### src/rtl/regfile_context_engine_pkg.sv
// Shared types and sizing for the register-file context save/restore engine.
package regfile_context_engine_pkg;

  localparam int NUM_REGS = 31;  // r1..r31 move; r0 is hardwired and skipped
  localparam int DW       = 32;
  localparam int AW       = 10;
  localparam int RW       = 5;

  localparam logic [RW-1:0] IDX_FIRST = {{(RW-1){1'b0}}, 1'b1};
  localparam logic [RW-1:0] IDX_LAST  = RW'(NUM_REGS);

  typedef enum logic [1:0] {
    ST_IDLE    = 2'd0,
    ST_SAVE    = 2'd1,
    ST_RESTORE = 2'd2,
    ST_DONE    = 2'd3
  } ctx_state_e;

  // Memory slot of register idx: base holds r1, so subtract one; wraps mod 2^AW.
  function automatic logic [AW-1:0] slot_addr(input logic [AW-1:0] base,
                                               input logic [RW-1:0] idx);
    return base + {{(AW-RW){1'b0}}, idx} - {{(AW-1){1'b0}}, 1'b1};
  endfunction

endpackage

### src/rtl/regfile_context_engine_ctx_addr_gen.sv
// Register index counter and memory slot address generator.
module ctx_addr_gen
  import regfile_context_engine_pkg::*;
(
  input  logic          clk,
  input  logic          rst_n,
  input  logic          load_i,   // operation accepted: restart at r1
  input  logic          step_i,   // one word moved this cycle
  input  logic [AW-1:0] base_i,
  output logic [RW-1:0] idx_o,
  output logic [AW-1:0] slot_o,
  output logic          last_o
);

  logic [RW-1:0] idx_q, idx_d;
  logic [AW-1:0] base_q, base_d;

  // Next index/base: restart on accept, advance while transferring, else hold.
  always_comb begin
    idx_d  = idx_q;
    base_d = base_q;
    if (load_i) begin
      idx_d  = IDX_FIRST;
      base_d = base_i;
    end else if (step_i) begin
      idx_d  = idx_q + IDX_FIRST;
    end else begin
      idx_d  = idx_q;
    end
  end

  // Counter and base latch registers.
  always_ff @(posedge clk or negedge rst_n) begin
    if (!rst_n) begin
      idx_q  <= IDX_FIRST;
      base_q <= {AW{1'b0}};
    end else begin
      idx_q  <= idx_d;
      base_q <= base_d;
    end
  end

  assign idx_o  = idx_q;
  assign slot_o = slot_addr(base_q, idx_q);
  assign last_o = (idx_q == IDX_LAST);

endmodule

### src/rtl/regfile_context_engine.sv
// Moves r1..r31 to/from data memory one word per cycle, stalling the core.
module regfile_context_engine
  import regfile_context_engine_pkg::*;
(
  input  logic          clk,
  input  logic          rst_n,
  input  logic          save_req,
  input  logic          restore_req,
  input  logic [AW-1:0] base_addr,
  output logic          busy,
  output logic          done,
  output logic          op_is_save,
  output logic [RW-1:0] rf_raddr,
  input  logic [DW-1:0] rf_rdata,
  output logic          rf_we,
  output logic [RW-1:0] rf_waddr,
  output logic [DW-1:0] rf_wdata,
  output logic [AW-1:0] mem_addr,
  output logic          mem_we,
  output logic [DW-1:0] mem_wdata,
  input  logic [DW-1:0] mem_rdata
);

  ctx_state_e    state_q, state_d;
  logic          op_q, op_d;
  logic          accept_s;
  logic          step_s;
  logic [RW-1:0] idx_s;
  logic [AW-1:0] slot_s;
  logic          last_s;

  assign accept_s = (state_q == ST_IDLE) && (save_req || restore_req);
  assign step_s   = (state_q == ST_SAVE) || (state_q == ST_RESTORE);

  ctx_addr_gen u_addr_gen (
    .clk    (clk),
    .rst_n  (rst_n),
    .load_i (accept_s),
    .step_i (step_s),
    .base_i (base_addr),
    .idx_o  (idx_s),
    .slot_o (slot_s),
    .last_o (last_s)
  );

  // State and operation-type registers.
  always_ff @(posedge clk or negedge rst_n) begin
    if (!rst_n) begin
      state_q <= ST_IDLE;
      op_q    <= 1'b0;
    end else begin
      state_q <= state_d;
      op_q    <= op_d;
    end
  end

  // Next state: save has priority; requests outside IDLE are dropped.
  always_comb begin
    state_d = state_q;
    op_d    = op_q;
    case (state_q)
      ST_IDLE: begin
        if (save_req) begin
          state_d = ST_SAVE;
          op_d    = 1'b1;
        end else if (restore_req) begin
          state_d = ST_RESTORE;
          op_d    = 1'b0;
        end else begin
          state_d = ST_IDLE;
        end
      end
      ST_SAVE: begin
        if (last_s) state_d = ST_DONE;
        else        state_d = ST_SAVE;
      end
      ST_RESTORE: begin
        if (last_s) state_d = ST_DONE;
        else        state_d = ST_RESTORE;
      end
      ST_DONE: state_d = ST_IDLE;
      default: state_d = ST_IDLE;
    endcase
  end

  // Output decode from state and index; everything idles at zero.
  always_comb begin
    busy      = 1'b0;
    done      = 1'b0;
    rf_raddr  = {RW{1'b0}};
    rf_we     = 1'b0;
    rf_waddr  = {RW{1'b0}};
    rf_wdata  = {DW{1'b0}};
    mem_addr  = {AW{1'b0}};
    mem_we    = 1'b0;
    mem_wdata = {DW{1'b0}};
    case (state_q)
      ST_SAVE: begin
        busy      = 1'b1;
        rf_raddr  = idx_s;
        mem_addr  = slot_s;
        mem_wdata = rf_rdata;
        mem_we    = 1'b1;
      end
      ST_RESTORE: begin
        busy      = 1'b1;
        mem_addr  = slot_s;
        rf_waddr  = idx_s;
        rf_wdata  = mem_rdata;
        rf_we     = 1'b1;
      end
      ST_DONE: begin
        busy = 1'b1;
        done = 1'b1;
      end
      ST_IDLE: begin
        busy = 1'b0;
      end
      default: begin
        busy = 1'b0;
      end
    endcase
  end

  assign op_is_save = op_q;

endmodule

### config.mk
export PLATFORM = sky130hd
export DESIGN_NAME = regfile_context_engine
export DESIGN_NICKNAME = d
export VERILOG_FILES = /design/src/rtl/regfile_context_engine_pkg.sv /design/src/rtl/regfile_context_engine_ctx_addr_gen.sv /design/src/rtl/regfile_context_engine.sv
export SDC_FILE = /design/constraint.sdc
export NUM_CORES = 1
export LEC_CHECK = 0
export ABC_AREA = 1
export CAP_MARGIN = 20
export CORE_MARGIN = 5
export CORE_UTILIZATION = 33
export CTS_BUF_LIST = sky130_fd_sc_hd__clkbuf_4 sky130_fd_sc_hd__clkbuf_8
export DETAILED_ROUTE_END_ITERATION = 8
export GPL_TIMING_DRIVEN = 1
export HOLD_SLACK_MARGIN = 0.08
export PLACE_DENSITY = 0.83
export SYNTH_ARGS = -nofsm -noshare
export SYNTH_HDL_FRONTEND = slang
export SYNTH_SLANG_ARGS = --single-unit
export TNS_END_PERCENT = 1
### constraint.sdc
create_clock -name clk -period 3.2 [get_ports clk]
set_clock_uncertainty 0.2 [all_clocks]
set_input_delay 0.64 -clock clk [delete_from_list [all_inputs] [get_ports clk]]
set_output_delay 0.64 -clock clk [all_outputs]
set_load 0.02 [all_outputs]
# [After elaboration in Yosys (flattened, before gate mapping)]
# Cells that the tools add are included.
[word_totals] ff_bits=18 in_bits=78 output_inout_bits=89 wordCells=38
[classes] add_sub_neg=3 n_eq_ne=4 muxes=18 n_reduce_logical=9
[ops] op="$mux W32" count=2
[ops] op="$mux W5" count=4
[ops] op="$add A10 B5 Y10" count=1
[ops] op="$mux W10" count=1
[ops] op="$sub A10 B1 Y10 const B" count=1
[ops] op="$pmux W2 S4" count=1
[ops] op="$mux W1" count=6
[ops] op="$mux W2" count=3
[ops] op="$add A5 B1 Y5 const B" count=1
[ops] op="$eq A5 B5 Y1 const B" count=1
[ops] op="$eq A2 B2 Y1 const B" count=2
[ops] op="$reduce_bool A2 Y1" count=2
[ops] op="$reduce_or A3 Y1" count=1
[ops] op="$eq A2 B1 Y1 const B" count=1
[ops] op="$logic_not A2 Y1" count=1
[ops] op="$logic_or A1 B1 Y1" count=2
[ops] op="$pmux W1 S2" count=1
[ops] op="$reduce_and A2 Y1" count=1
[ops] op="$reduce_or A2 Y1" count=1
[ops] op="$logic_and A1 B1 Y1" count=1

# [Longest topological paths before layout]
[depth] ltp_word=4 ltp_mapped=11 ltp_nobuf=11

# [By module]
# From an unflattened synthesis, not the netlist that was laid out.
[hier_totals] cells_unflattened=366 hier_area_um2=2130.8
[by_module_without_submodules] module="ctx_addr_gen" n_inst=1 cells_per_inst=160 area_per_inst_um2=1161.1 seq_area_each_um2=376.6
[by_module_without_submodules] module="regfile_context_engine" n_inst=1 cells_per_inst=206 area_per_inst_um2=969.7 seq_area_each_um2=75.1

# [Worst setup path after synthesis]
# No wires, ideal clock.
[synth_timing] path_type="flip-flop to output port" start="reg u_addr_gen.idx_q[1], in the netlist u_addr_gen.idx_o[1]" end="out mem_addr[5]" arrival_time_ps=1965 required_time_ps=2360 setup_slack_ps=395 stages_incl_launch_ff=12 n_path_buf=0 path_cell_list="dfrtp_1 -> inv_1 -> ha_1 -> inv_1 -> ha_1 -> fa_1 -> nand2_1 -> nand2_1 -> and2_1 -> nand2_1 -> nand2_1 -> nor2_1"
[synth_between] elab_chain_cells=3
[synth_lines] item="from (decl)" line="regfile_context_engine_ctx_addr_gen.sv:15" source="logic [RW-1:0] idx_q, idx_d;"
[synth_lines] item="from (signal assigned)" line="regfile_context_engine_ctx_addr_gen.sv:38" source="idx_q <= idx_d;"
[synth_lines] item="$add A10 B5 Y10" line="regfile_context_engine_pkg.sv:22" source="return base + {{(AW-RW){1'b0}}, idx} - {{(AW-1){1'b0}}, 1'b1};"
[synth_lines] item="$sub A10 B1 Y10" line="regfile_context_engine_pkg.sv:22"
[synth_lines] item="$mux W10" line="regfile_context_engine.sv:97" source="case (state_q)"
[synth_lines] item="to (decl)" line="regfile_context_engine.sv:18" source="output logic [AW-1:0] mem_addr,"
# No other way between the ends.

# [Worst setup path in the final report]
[layout_timing] start="reg u_addr_gen.idx_q[3], in the netlist u_addr_gen.idx_o[3]" end="out mem_addr[4]"
# Same word-level chain as after synthesis.

==> reports/results.tsv <==
stage	metric	value	unit
clock_network	Hold Buf Count CTS	0	
floorplanning	die area	7660	um2
synthesis	simple-gate area share of the yosys netlist	0.294	
setup_path	critical path arrival	2.27	ns
synthesis	sequential area share after synthesis	0.228	
grt	grt ovf	0	
placement	Detailed Place HPWL	6.17	mm
synthesis	Yosys reg bits	18	
min_path	HP Class	reg2reg	
sta	fraction of the cycle the final worst path needs	0.972	
synthesis	Cells after Synth	344	
setup_path	WP data required	2.36	ns
power	leakage	2.26	nW
setup_path	R2R Path Start	state_q[0]	
sta	final setup vio count	0	
synthesis	synthesized area per cell	5.76	um2
final_layout	most common cell after layout, fill and taps aside	clkdlybuf4s50_1	
synthesis	synth unique cells	25	
synthesis	portion of netlist area occupied by mux cells	0	
detailed_routing	Via density	4.25	
clock_network	Post-CTS Setup Inserts	0	
clock_network	H-Tree Level Count	1	
setup_path	R2R setup slack	1.31	ns
sta	min Tclk post-route	3.11	ns
sta	worst-margin pin slew	0.876	ns
floorplanning	# IOs	167	
grt	all-layer global routing usage	0.184	
power	maximum vdd drop	0.882	mV
setup_path	kind of critical path	reg2out	
power	power per cell area	940	nW/um2
clock_network	Clk pin slew, worst setup/hold paths	0.07	ns
detailed_routing	DR pass1 iterations	4	
synthesis	EDFF count, synth	0	
synthesis	Synth Area in Compound Gates	0.0827	
final_layout	area growth from synthesis to final layout	91.7	%
grt	vias in the first global route	2394	
final_layout	ant diodes	0	
min_path	Worst Hold Launch	op_is_save	
sta	WHS	0.310	ns
final_layout	commonest cells after routing, fill and taps aside	158 x clkdlybuf4s50_1, 116 x inv_1, 114 x nand2_1, 20 x ha_1, 17 x dfrtp_1	
detailed_routing	post-route ant nets	0	
sta	final hold viol count	0	
final_layout	fin nets	615	
floorplanning	Core ar.	5890	um2
setup_path	reg2reg end	u_addr_gen.idx_o[3]	
clock_network	Root Buffer Master	clkbuf_8	
final_layout	Reg area	452	um2
detailed_routing	drt wl/cell	12.2	um
sta	RSZ-0062 raised after global routing	yes	
floorplanning	row cnt	28	
final_layout	layout cell share with drive strength beyond 1	0.0563	
floorplanning	Die X	87.5	um
sta	Final Max Slew Viols	0	
outcome	outcome	completed	
final_layout	area of the multi-input gates	1040	um2
final_layout	# fillers	511	
clock_network	CTS Buf Count	3	
final_layout	post-layout util	0.646	
clock_network	CTS tree	built	
run	Max Cap Viol	0	
grt	largest net degree at the start of global routing	41	
detailed_routing	Vias	2505	
min_path	hold endpoint	op_is_save	
synthesis	Netlist Area Pre-Place	1980	um2
sta	max frequency	0.322	GHz
setup_path	Worst Path Max Fanout	4	
grt	initial antenna violation count	0	
placement	I/O Buffers	166	
synthesis	ys flop type	dfrtp_1	
grt	first-pass GRT wire length	11.2	mm
setup_path	Worst Reg-to-Reg Cells	7	
synthesis	Syn Nets	443	
clock_network	Clock Tree Buf Depth	2	
detailed_routing	WL final	7.20	mm
clock_network	Worst-Skew Late Latency	0.27	ns
synthesis	asr flop ratio synth	1.00	
clock_network	clk sinks	18	
floorplanning	Initial Utilization	0.337	
synthesis	xor/xnor share of the synthesized area	0.00884	
placement	RePlAce Congestion	0.817	
detailed_routing	DR iter-0 viols	65	
synthesis	largest family of logic cells by synthesized area	simple AND/OR/NAND/NOR gates	
synthesis	post-synthesis adder-cell area fraction	0.136	
floorplanning	Die Y	87.5	um
detailed_routing	DRC	0	
min_path	hold path depth	1	
setup_path	Worst Setup Start Kind	register	
sta	Max-slew headroom	0.414	
synthesis	Synth Warn #	0	
setup_path	crit end category	output pin	
==> timing repair <==
action,in CTS,in global routing
cloned,0,0
endpoints found under the setup margin,8,7
gates resized for setup,15,11
==> cells in the mapped netlist (all sizes together) (2+ instances only) <==
master  number  share of area
inv        117           0.22
nand2      114           0.22
ha          20           0.13
dfrtp       17           0.21
o21ai       16          0.048
nor2        15          0.028
a21oi       12          0.030
nand3        9          0.023
buf          7          0.021
clkbuf       4         0.0076
nor3         3          0.010
nand3b       2         0.0076
or2          2         0.0063
xor2         2         0.0088
==> where the power goes <==
part / internal (mW) / switching, mW
clock network: 0.110 / 0.0890
registers: 0.333 / 0.0486
logic: 1.25 / 1.74
==> cell families (layout without fill, tap and decap cells) <==
logic type / after synthesis / in the layout
buffers and inverters: 128 / 299
AO/OA/AOI/OAI: 29 / 29
adder cells (fa/ha/maj): 21 / 21
flip-flops: 18 / 18
AND/OR/NAND/NOR: 146 / 146
XOR/XNOR: 2 / 2
==> through the flow <==
stage / worst slack [ns] / cells / instance area (um2) / TNS (ns) / power (mW)
floorplan: 0.395 / 344 / 1980 / 0 / 2.24
global placement: -0.0369 / 586 / 3770 / -0.0369 / 3.45
detailed placement: -0.0819 / 586 / 3770 / -0.144 / 3.51
CTS: 0.00821 / 590 / 3820 / 0 / 3.62
global route: -0.0629 / 590 / 3800 / -0.0629 / 3.94
finish: 0.0898 / 590 / 3800 / 0 / 3.57
==> critical path, cell delays in order, from the launching register on <==
cell	delay, ns
dfrtp_1	0.35
inv_1	0.06
ha_1	0.27
inv_1	0.04
ha_1	0.33
or2_2	0.34
nand2_1	0.09
xor2_1	0.17
nor2_1	0.07
clkdlybuf4s15_1	0.29
==> state kept, by name (all words and copies together) (netlist names) <==
name,count
op_is_save,1
state_q,2
u_addr_gen.idx_o,5
u_addr_gen.base_q,10
==> how the worst max path moves through the flow <==
| stage | startpoint | end | slack [ns] | cells past startpoint |
|---|---|---|---|---|
| global placement | u_addr_gen.idx_o[1] | mem_addr[5] | -0.04 | 12 |
| finish | u_addr_gen.idx_o[3] | mem_addr[4] | 0.09 | 9 |
| global route | u_addr_gen.idx_o[3] | mem_addr[4] | -0.06 | 9 |
| CTS | u_addr_gen.idx_o[1] | mem_addr[7] | 0.008 | 11 |
| detailed placement | u_addr_gen.idx_o[1] | mem_addr[5] | -0.08 | 12 |
| floorplan | u_addr_gen.idx_o[1] | mem_addr[5] | 0.39 | 11 |
==> cell type report <==
cell class	count	area share
Clock buffer	4	0.0145
Inverter	117	0.116
Sequential cell	18	0.119
Timing Repair Buffer	178	0.453
Tap cell	75	0.0247
Multi-Input combinational cell	198	0.273
==> routing by layer <==
| layer | GRT usage | wire, um | part of all wire | up-vias |
|---|---|---|---|---|
| met3 | 0.0435 | 569 | 0.079 | 11 |
| met2 | 0.365 | 3890 | 0.54 | 93 |
| met1 | 0.191 | 2660 | 0.37 | 1089 |
| li1 | - | - | - | 1312 |
| met4 | 0.0391 | 87 | 0.012 | 0 |
| met5 | 0 | 0 | 0 | - |
Power figures use the tool's default switching activity.
